--- src/rtl/ids_reg_responder_pkg.sv ---
// rtl/ids_reg_responder_pkg.sv - shared constants and types for the IDS register-ring responder
package ids_reg_pkg;

    localparam int ADDR_W         = 16;
    localparam int DATA_W         = 16;
    localparam int REG_SRC_WIDTH  = 2;
    localparam int TAG_WIDTH      = 8;
    localparam int IDX_WIDTH      = ADDR_W - TAG_WIDTH;
    localparam int NUM_SW_REGS    = 4;
    localparam int NUM_HW_REGS    = 4;

    localparam logic [TAG_WIDTH-1:0] BLOCK_TAG     = 8'h01;
    localparam logic [DATA_W-1:0]    BAD_ADDR_DATA = 16'hDEAD;

    typedef enum logic [IDX_WIDTH-1:0] {
        REG_CTRL      = 8'd0,
        REG_CPU_RST   = 8'd1,
        REG_IMEM_ADDR = 8'd2,
        REG_IMEM_DATA = 8'd3,
        REG_PC        = 8'd4,
        REG_PKT_CNT   = 8'd5,
        REG_STATUS_6  = 8'd6,
        REG_STATUS_7  = 8'd7
    } ids_reg_idx_e;

    function automatic logic [ADDR_W-1:0] make_addr(input logic [TAG_WIDTH-1:0] tag,
                                                    input logic [IDX_WIDTH-1:0] idx);
        return {tag, idx};
    endfunction

endpackage

--- src/rtl/ids_reg_responder_if.sv ---
// rtl/ids_reg_responder_if.sv - one hop of the UDP register ring
interface ids_reg_responder_if
    import ids_reg_pkg::*;
#(
    parameter int SRC_W = REG_SRC_WIDTH
) ();

    logic              reg_req;
    logic              reg_ack;
    logic              reg_rd_wr_l;
    logic [ADDR_W-1:0] reg_addr;
    logic [DATA_W-1:0] reg_data;
    logic [SRC_W-1:0]  reg_src;

    modport master (
        output reg_req, reg_ack, reg_rd_wr_l, reg_addr, reg_data, reg_src
    );

    modport slave (
        input reg_req, reg_ack, reg_rd_wr_l, reg_addr, reg_data, reg_src
    );

endinterface

--- src/rtl/ids_reg_responder.sv ---
// rtl/ids_reg_responder.sv - claims tagged ring requests, serves SW/HW register bank, forwards the rest
module ids_reg_responder #(
    parameter int                    UDP_REG_SRC_WIDTH = ids_reg_pkg::REG_SRC_WIDTH,
    parameter int                    TAG_WIDTH         = ids_reg_pkg::TAG_WIDTH,
    parameter logic [TAG_WIDTH-1:0]  BLOCK_TAG         = ids_reg_pkg::BLOCK_TAG,
    parameter int                    NUM_SW_REGS       = ids_reg_pkg::NUM_SW_REGS,
    parameter int                    NUM_HW_REGS       = ids_reg_pkg::NUM_HW_REGS
) (
    input  logic                                      clk,
    input  logic                                      reset,
    ids_reg_responder_if.slave                        ring_in,
    ids_reg_responder_if.master                       ring_out,
    output logic [NUM_SW_REGS*ids_reg_pkg::DATA_W-1:0] sw_regs,
    output logic [NUM_SW_REGS-1:0]                    sw_wr_strobe,
    input  logic [NUM_HW_REGS*ids_reg_pkg::DATA_W-1:0] hw_regs
);
    import ids_reg_pkg::*;

    localparam int IDX_W = ADDR_W - TAG_WIDTH;

    logic [TAG_WIDTH-1:0]   tag;
    logic [IDX_W-1:0]       idx;
    logic                   hit;
    logic [DATA_W-1:0]      rd_data;
    logic [NUM_SW_REGS-1:0] wr_sel;

    assign tag = ring_in.reg_addr[ADDR_W-1 -: TAG_WIDTH];
    assign idx = ring_in.reg_addr[IDX_W-1:0];
    assign hit = ring_in.reg_req && !ring_in.reg_ack && (tag == BLOCK_TAG);

    // Unmapped indices fall through to the bad-address pattern.
    always_comb begin
        rd_data = BAD_ADDR_DATA;
        for (int i = 0; i < NUM_SW_REGS; i++) begin
            if (idx == IDX_W'(i)) begin
                rd_data = sw_regs[i*DATA_W +: DATA_W];
            end
        end
        for (int i = 0; i < NUM_HW_REGS; i++) begin
            if (idx == IDX_W'(NUM_SW_REGS + i)) begin
                rd_data = hw_regs[i*DATA_W +: DATA_W];
            end
        end
    end

    always_comb begin
        wr_sel = '0;
        for (int i = 0; i < NUM_SW_REGS; i++) begin
            wr_sel[i] = hit && !ring_in.reg_rd_wr_l && (idx == IDX_W'(i));
        end
    end

    always_ff @(posedge clk) begin
        if (reset) begin
            ring_out.reg_req     <= 1'b0;
            ring_out.reg_ack     <= 1'b0;
            ring_out.reg_rd_wr_l <= 1'b0;
            ring_out.reg_addr    <= '0;
            ring_out.reg_data    <= '0;
            ring_out.reg_src     <= '0;
            sw_regs              <= '0;
            sw_wr_strobe         <= '0;
        end else begin
            ring_out.reg_req     <= ring_in.reg_req;
            ring_out.reg_ack     <= ring_in.reg_ack | hit;
            ring_out.reg_rd_wr_l <= ring_in.reg_rd_wr_l;
            ring_out.reg_addr    <= ring_in.reg_addr;
            ring_out.reg_src     <= UDP_REG_SRC_WIDTH'(ring_in.reg_src);
            ring_out.reg_data    <= (hit && ring_in.reg_rd_wr_l) ? rd_data : ring_in.reg_data;
            sw_wr_strobe         <= wr_sel;
            for (int i = 0; i < NUM_SW_REGS; i++) begin
                if (wr_sel[i]) begin
                    sw_regs[i*DATA_W +: DATA_W] <= ring_in.reg_data;
                end
            end
        end
    end

endmodule

--- src/flat_wrapper.sv ---
// flat-port wrapper written by rule: the top's interface ports become plain ports
module ids_reg_responder_flat import ids_reg_pkg::*;
#(
    parameter int                    UDP_REG_SRC_WIDTH = ids_reg_pkg::REG_SRC_WIDTH,
    parameter int                    TAG_WIDTH         = ids_reg_pkg::TAG_WIDTH,
    parameter logic [TAG_WIDTH-1:0]  BLOCK_TAG         = ids_reg_pkg::BLOCK_TAG,
    parameter int                    NUM_SW_REGS       = ids_reg_pkg::NUM_SW_REGS,
    parameter int                    NUM_HW_REGS       = ids_reg_pkg::NUM_HW_REGS
)
  (clk, reset, sw_regs, sw_wr_strobe, hw_regs, ring_in_reg_req, ring_in_reg_ack, ring_in_reg_rd_wr_l, ring_in_reg_addr, ring_in_reg_data, ring_in_reg_src, ring_out_reg_req, ring_out_reg_ack, ring_out_reg_rd_wr_l, ring_out_reg_addr, ring_out_reg_data, ring_out_reg_src);
  ids_reg_responder_if ring_in_i ();
  ids_reg_responder_if ring_out_i ();
  input  logic clk;
  input  logic reset;
  output logic [NUM_SW_REGS*ids_reg_pkg::DATA_W-1:0] sw_regs;
  output logic [NUM_SW_REGS-1:0] sw_wr_strobe;
  input  logic [NUM_HW_REGS*ids_reg_pkg::DATA_W-1:0] hw_regs;
  input wire logic [$bits(ring_in_i.reg_req)-1:0] ring_in_reg_req;
  input wire logic [$bits(ring_in_i.reg_ack)-1:0] ring_in_reg_ack;
  input wire logic [$bits(ring_in_i.reg_rd_wr_l)-1:0] ring_in_reg_rd_wr_l;
  input wire logic [$bits(ring_in_i.reg_addr)-1:0] ring_in_reg_addr;
  input wire logic [$bits(ring_in_i.reg_data)-1:0] ring_in_reg_data;
  input wire logic [$bits(ring_in_i.reg_src)-1:0] ring_in_reg_src;
  output wire logic [$bits(ring_out_i.reg_req)-1:0] ring_out_reg_req;
  output wire logic [$bits(ring_out_i.reg_ack)-1:0] ring_out_reg_ack;
  output wire logic [$bits(ring_out_i.reg_rd_wr_l)-1:0] ring_out_reg_rd_wr_l;
  output wire logic [$bits(ring_out_i.reg_addr)-1:0] ring_out_reg_addr;
  output wire logic [$bits(ring_out_i.reg_data)-1:0] ring_out_reg_data;
  output wire logic [$bits(ring_out_i.reg_src)-1:0] ring_out_reg_src;
  assign ring_in_i.reg_req = ring_in_reg_req;
  assign ring_in_i.reg_ack = ring_in_reg_ack;
  assign ring_in_i.reg_rd_wr_l = ring_in_reg_rd_wr_l;
  assign ring_in_i.reg_addr = ring_in_reg_addr;
  assign ring_in_i.reg_data = ring_in_reg_data;
  assign ring_in_i.reg_src = ring_in_reg_src;
  assign ring_out_reg_req = ring_out_i.reg_req;
  assign ring_out_reg_ack = ring_out_i.reg_ack;
  assign ring_out_reg_rd_wr_l = ring_out_i.reg_rd_wr_l;
  assign ring_out_reg_addr = ring_out_i.reg_addr;
  assign ring_out_reg_data = ring_out_i.reg_data;
  assign ring_out_reg_src = ring_out_i.reg_src;
  ids_reg_responder #(.UDP_REG_SRC_WIDTH(UDP_REG_SRC_WIDTH), .TAG_WIDTH(TAG_WIDTH), .BLOCK_TAG(BLOCK_TAG), .NUM_SW_REGS(NUM_SW_REGS), .NUM_HW_REGS(NUM_HW_REGS)) u_core (.clk(clk), .reset(reset), .ring_in(ring_in_i), .ring_out(ring_out_i), .sw_regs(sw_regs), .sw_wr_strobe(sw_wr_strobe), .hw_regs(hw_regs));
endmodule
--- config.mk ---
export PLATFORM = sky130hd
export DESIGN_NAME = ids_reg_responder_flat
export DESIGN_NICKNAME = d
export VERILOG_FILES = /design/src/rtl/ids_reg_responder_pkg.sv /design/src/rtl/ids_reg_responder_if.sv /design/src/rtl/ids_reg_responder.sv /design/src/flat_wrapper.sv
export SDC_FILE = /design/constraint.sdc
export NUM_CORES = 1
export LEC_CHECK = 0
export BUFFER_PORTS_ARGS = -buffer_cell sky130_fd_sc_hd__buf_2
export CORE_MARGIN = 8
export CORE_UTILIZATION = 45
export DETAILED_ROUTE_END_ITERATION = 16
export PLACE_DENSITY = 0.76
export SYNTH_ARGS = -nofsm -noshare
export SYNTH_HDL_FRONTEND = slang
export SYNTH_SLANG_ARGS = --single-unit
--- constraint.sdc ---
create_clock -name clk -period 4.45 [get_ports clk]
set_input_delay 0.2225 -clock clk [delete_from_list [all_inputs] [get_ports clk]]
set_output_delay 0.2225 -clock clk [all_outputs]
set_load 0.02 [all_outputs]
==> impl_metrics.tcl <==
set metrics [dict create \
    status "completed" \
    final_max_slew_viol_count 0 \
    hold_ws_ps 76.65 \
    vias 4537 \
    yosys.area.top_type "dfxtp_1" \
    clock.fmax_ghz 0.3726 \
    async_flop_share 0 \
    synth_edf_count 0 \
    timing.rr.end "u_core.ring_out.reg_data[14]" \
    clock_latency_ps 360 \
    reg2reg_depth 5 \
    dp_cells 816 \
    min_path_cells 2 \
    clk_path_buf_depth 2 \
    finalSetupTns_ps 0 \
    synth_area_leaders "dfxtp_1 44%, mux2i_1 17%, nor2_1 7.3%" \
    stdcell_count 832 \
    post-route-drc-count 0 \
    cts.repair.resized 0 \
    path_clk_slew_ps 100 \
    dieWidth_um 119.2 \
    hp-class "in -> reg" \
    worst-r2r-setup-slack_ps 3080 \
    core-area_um2 10320 \
    synth_ff_type "dfxtp_1" \
    hold_buffers 0 \
    holdPathEnd "u_core.ring_out.reg_src[1]" \
    fin_skew_ps 7.112 \
    gp_congestion 0.9130 \
    final_util 0.5819 \
    grt_pass1_wl_um 25650 \
    syn_area_um2 4793 \
    p_per_area_nw_per_um2 286.3 \
    synthesis.instances 509 \
    crit_arrival_ps 2900 \
    r2r-start "u_core.sw_regs[14]" \
    period_needed_ps 2684 \
    place_hpwl_um 12410 \
    rows 37 \
    floorplan.initialDensity 0.4643 \
    synth_top_cell_area_share 0.4385 \
    min-delay-start "ring_in_reg_src[1]" \
    via_per_inst 5.453 \
    relSlewSlack 0.2004 \
    htree_levels 3 \
    ys_warn_count 0 \
    gr-total-overflow 0 \
    tightest_slew_ps 1195 \
    drt_iter0_drc 317 \
    routed_wl_um 16490 \
    rsz0062_at_grt "no" \
    ir_drop_mv 0.1511 \
    cp.required_ps 4670 \
    die_h_um 119.2 \
    grt_max_degree 96 \
    hold_viol_final 0 \
    cts_tree "built" \
    cts_buffers 9 \
    wl_per_cell_um 19.82 \
    track_usage 0.2229 \
    critPathMaxFanout 53 \
    syn-mean-instance-area_um2 9.417 \
    cp-end-kind "flop" \
    leakagePower_uw 0.002659 \
    drv_cap 0 \
    cts_root_buf "clkbuf_8" \
    ys_ff_latch 105 \
    period_share 0.6032 \
    critical_path_class "in -> reg" \
    port_buffers 207 \
    drive_gt1_frac 0.3606 \
    grt_pass1_vias 4665 \
    detail-route-antenna-nets 0 \
    antenna_cells 0 \
    antenna_found_initial 0 \
    areaGrowthSynthToFinish_pct 25.32 \
    postCtsSetupRepairBufs 0 \
    dieArea_um2 14210 \
    final_nets 794 \
    first_pass_iters 4 \
    place_area_um2 5843 \
    ios 208 \
    ys_types 46 \
    cp-start-kind "primary input" \
    synthesis.nets 612 \
    yosysSeqAreaShare 0.4385 \
    fin_area_um2 6007 \
    setup_viol 0 \
    clock_sink_count 105 \
]
[metal layers]
| layer | up-vias | global-route usage | share of wire |
|---|---|---|---|
| met5 | - | 0 | 0 |
| met4 | 0 | 0.09170 | 0.027 |
| met3 | 37 | 0.06424 | 0.088 |
| met2 | 217 | 0.3565 | 0.46 |
| met1 | 2122 | 0.2758 | 0.42 |
| li1 | 2161 | - | - |
[per-stage QoR]
stage                     power, µW  worst slack [ps]
after floorplan                1112              2703
after global placement         1215              1487
after detailed placement       1218              1474
after CTS                      1724              1837
after global routing           1792              1636
final                          1720              1766
[where the power goes]
part	internal, µW	switching, µW	total (µW)
registers	957	4.01	961
clock network	202	319	521
logic	92.2	146	238
[registers in the layout (all words and copies together), names as in the netlist]
register,flops
u_core.sw_regs,64
u_core.ring_out.reg_src,2
u_core.ring_out.reg_addr,16
u_core.ring_out.reg_data,16
u_core.sw_wr_strobe,4
u_core.ring_out.reg_ack,1
u_core.ring_out.reg_req,1
u_core.ring_out.reg_rd_wr_l,1
[critical path, cell delays in order]
cell      delay, ps
buf_2           460
nand2b_1        750
nor3_4         1050
mux2i_1         310
nor2_1           70
[final cells by class]
cell class                 count  area (µm²)
tap                          136       170.2
clock inverter                 5       32.53
clock buffer                  11       131.4
fill                         942        4317
multi-input combinational    361        2497
timing repair buffer         210        1059
sequential                   105        2102
inverter                       4       15.01
[synthesized netlist by cell type, types with 3 or more instances]
| library cell | count |
|---|---|
| dfxtp_1 | 105 |
| buf_6 | 4 |
| and3_1 | 3 |
| mux2i_1 | 82 |
| a21oi_1 | 14 |
| clkbuf_1 | 27 |
| nand4_1 | 5 |
| o21ai_0 | 12 |
| inv_1 | 3 |
| o31ai_1 | 4 |
| nor4_4 | 3 |
| o211ai_1 | 3 |
| nor4_1 | 3 |
| a221oi_1 | 8 |
| o22ai_1 | 11 |
| nand3b_1 | 12 |
| mux2_2 | 16 |
| nand2_1 | 19 |
| nor2b_1 | 22 |
| nand3_1 | 4 |
| buf_2 | 6 |
| o32ai_1 | 8 |
| o21ai_1 | 14 |
| nor3_4 | 3 |
| nor2_1 | 93 |
[how the worst max path moves through the flow]
stage                               endpoint                 start  cells after the start
after CTS                 u_core.sw_regs[18]   ring_in_reg_addr[1]                      5
after global placement    u_core.sw_regs[21]   ring_in_reg_addr[1]                      5
after global routing      u_core.sw_regs[18]   ring_in_reg_addr[1]                      5
after detailed placement  u_core.sw_regs[26]   ring_in_reg_addr[1]                      5
after floorplan           u_core.sw_regs[15]  ring_in_reg_addr[15]                      6
final                     u_core.sw_regs[18]   ring_in_reg_addr[1]                      5
[cell usage in the layout, fill, tap and decap left out, drive strengths merged, types with 2 or more instances in the layout]
| cell | instances |
|---|---|
| mux2 | 16 |
| and2 | 2 |
| o22ai | 11 |
| o32ai | 8 |
| o21ai | 26 |
| nor2 | 93 |
| or2 | 2 |
| clkinv | 2 |
| dfxtp | 105 |
| nand2 | 19 |
| and3 | 3 |
| buf | 210 |
| clkinvlp | 3 |
| nand4 | 5 |
| nand3 | 6 |
| a221oi | 8 |
| nor3 | 5 |
| nor4 | 7 |
| o211ai | 3 |
| inv | 4 |
| nor2b | 22 |
| clkbuf | 11 |
| a21oi | 14 |
| nand3b | 12 |
| nand2b | 2 |
| o31ai | 4 |
| mux2i | 82 |
| a211oi | 2 |
[kinds of logic after synthesis]
logic type | after synthesis | share of synthesized area
muxes | 98 | 0.2088
buffers and inverters | 43 | 0.04229
DFF | 105 | 0.4385
AOI/OAI and AO/OA | 83 | 0.1115
and+or+nand+nor | 180 | 0.1989
Power figures use the tool's default switching activity.
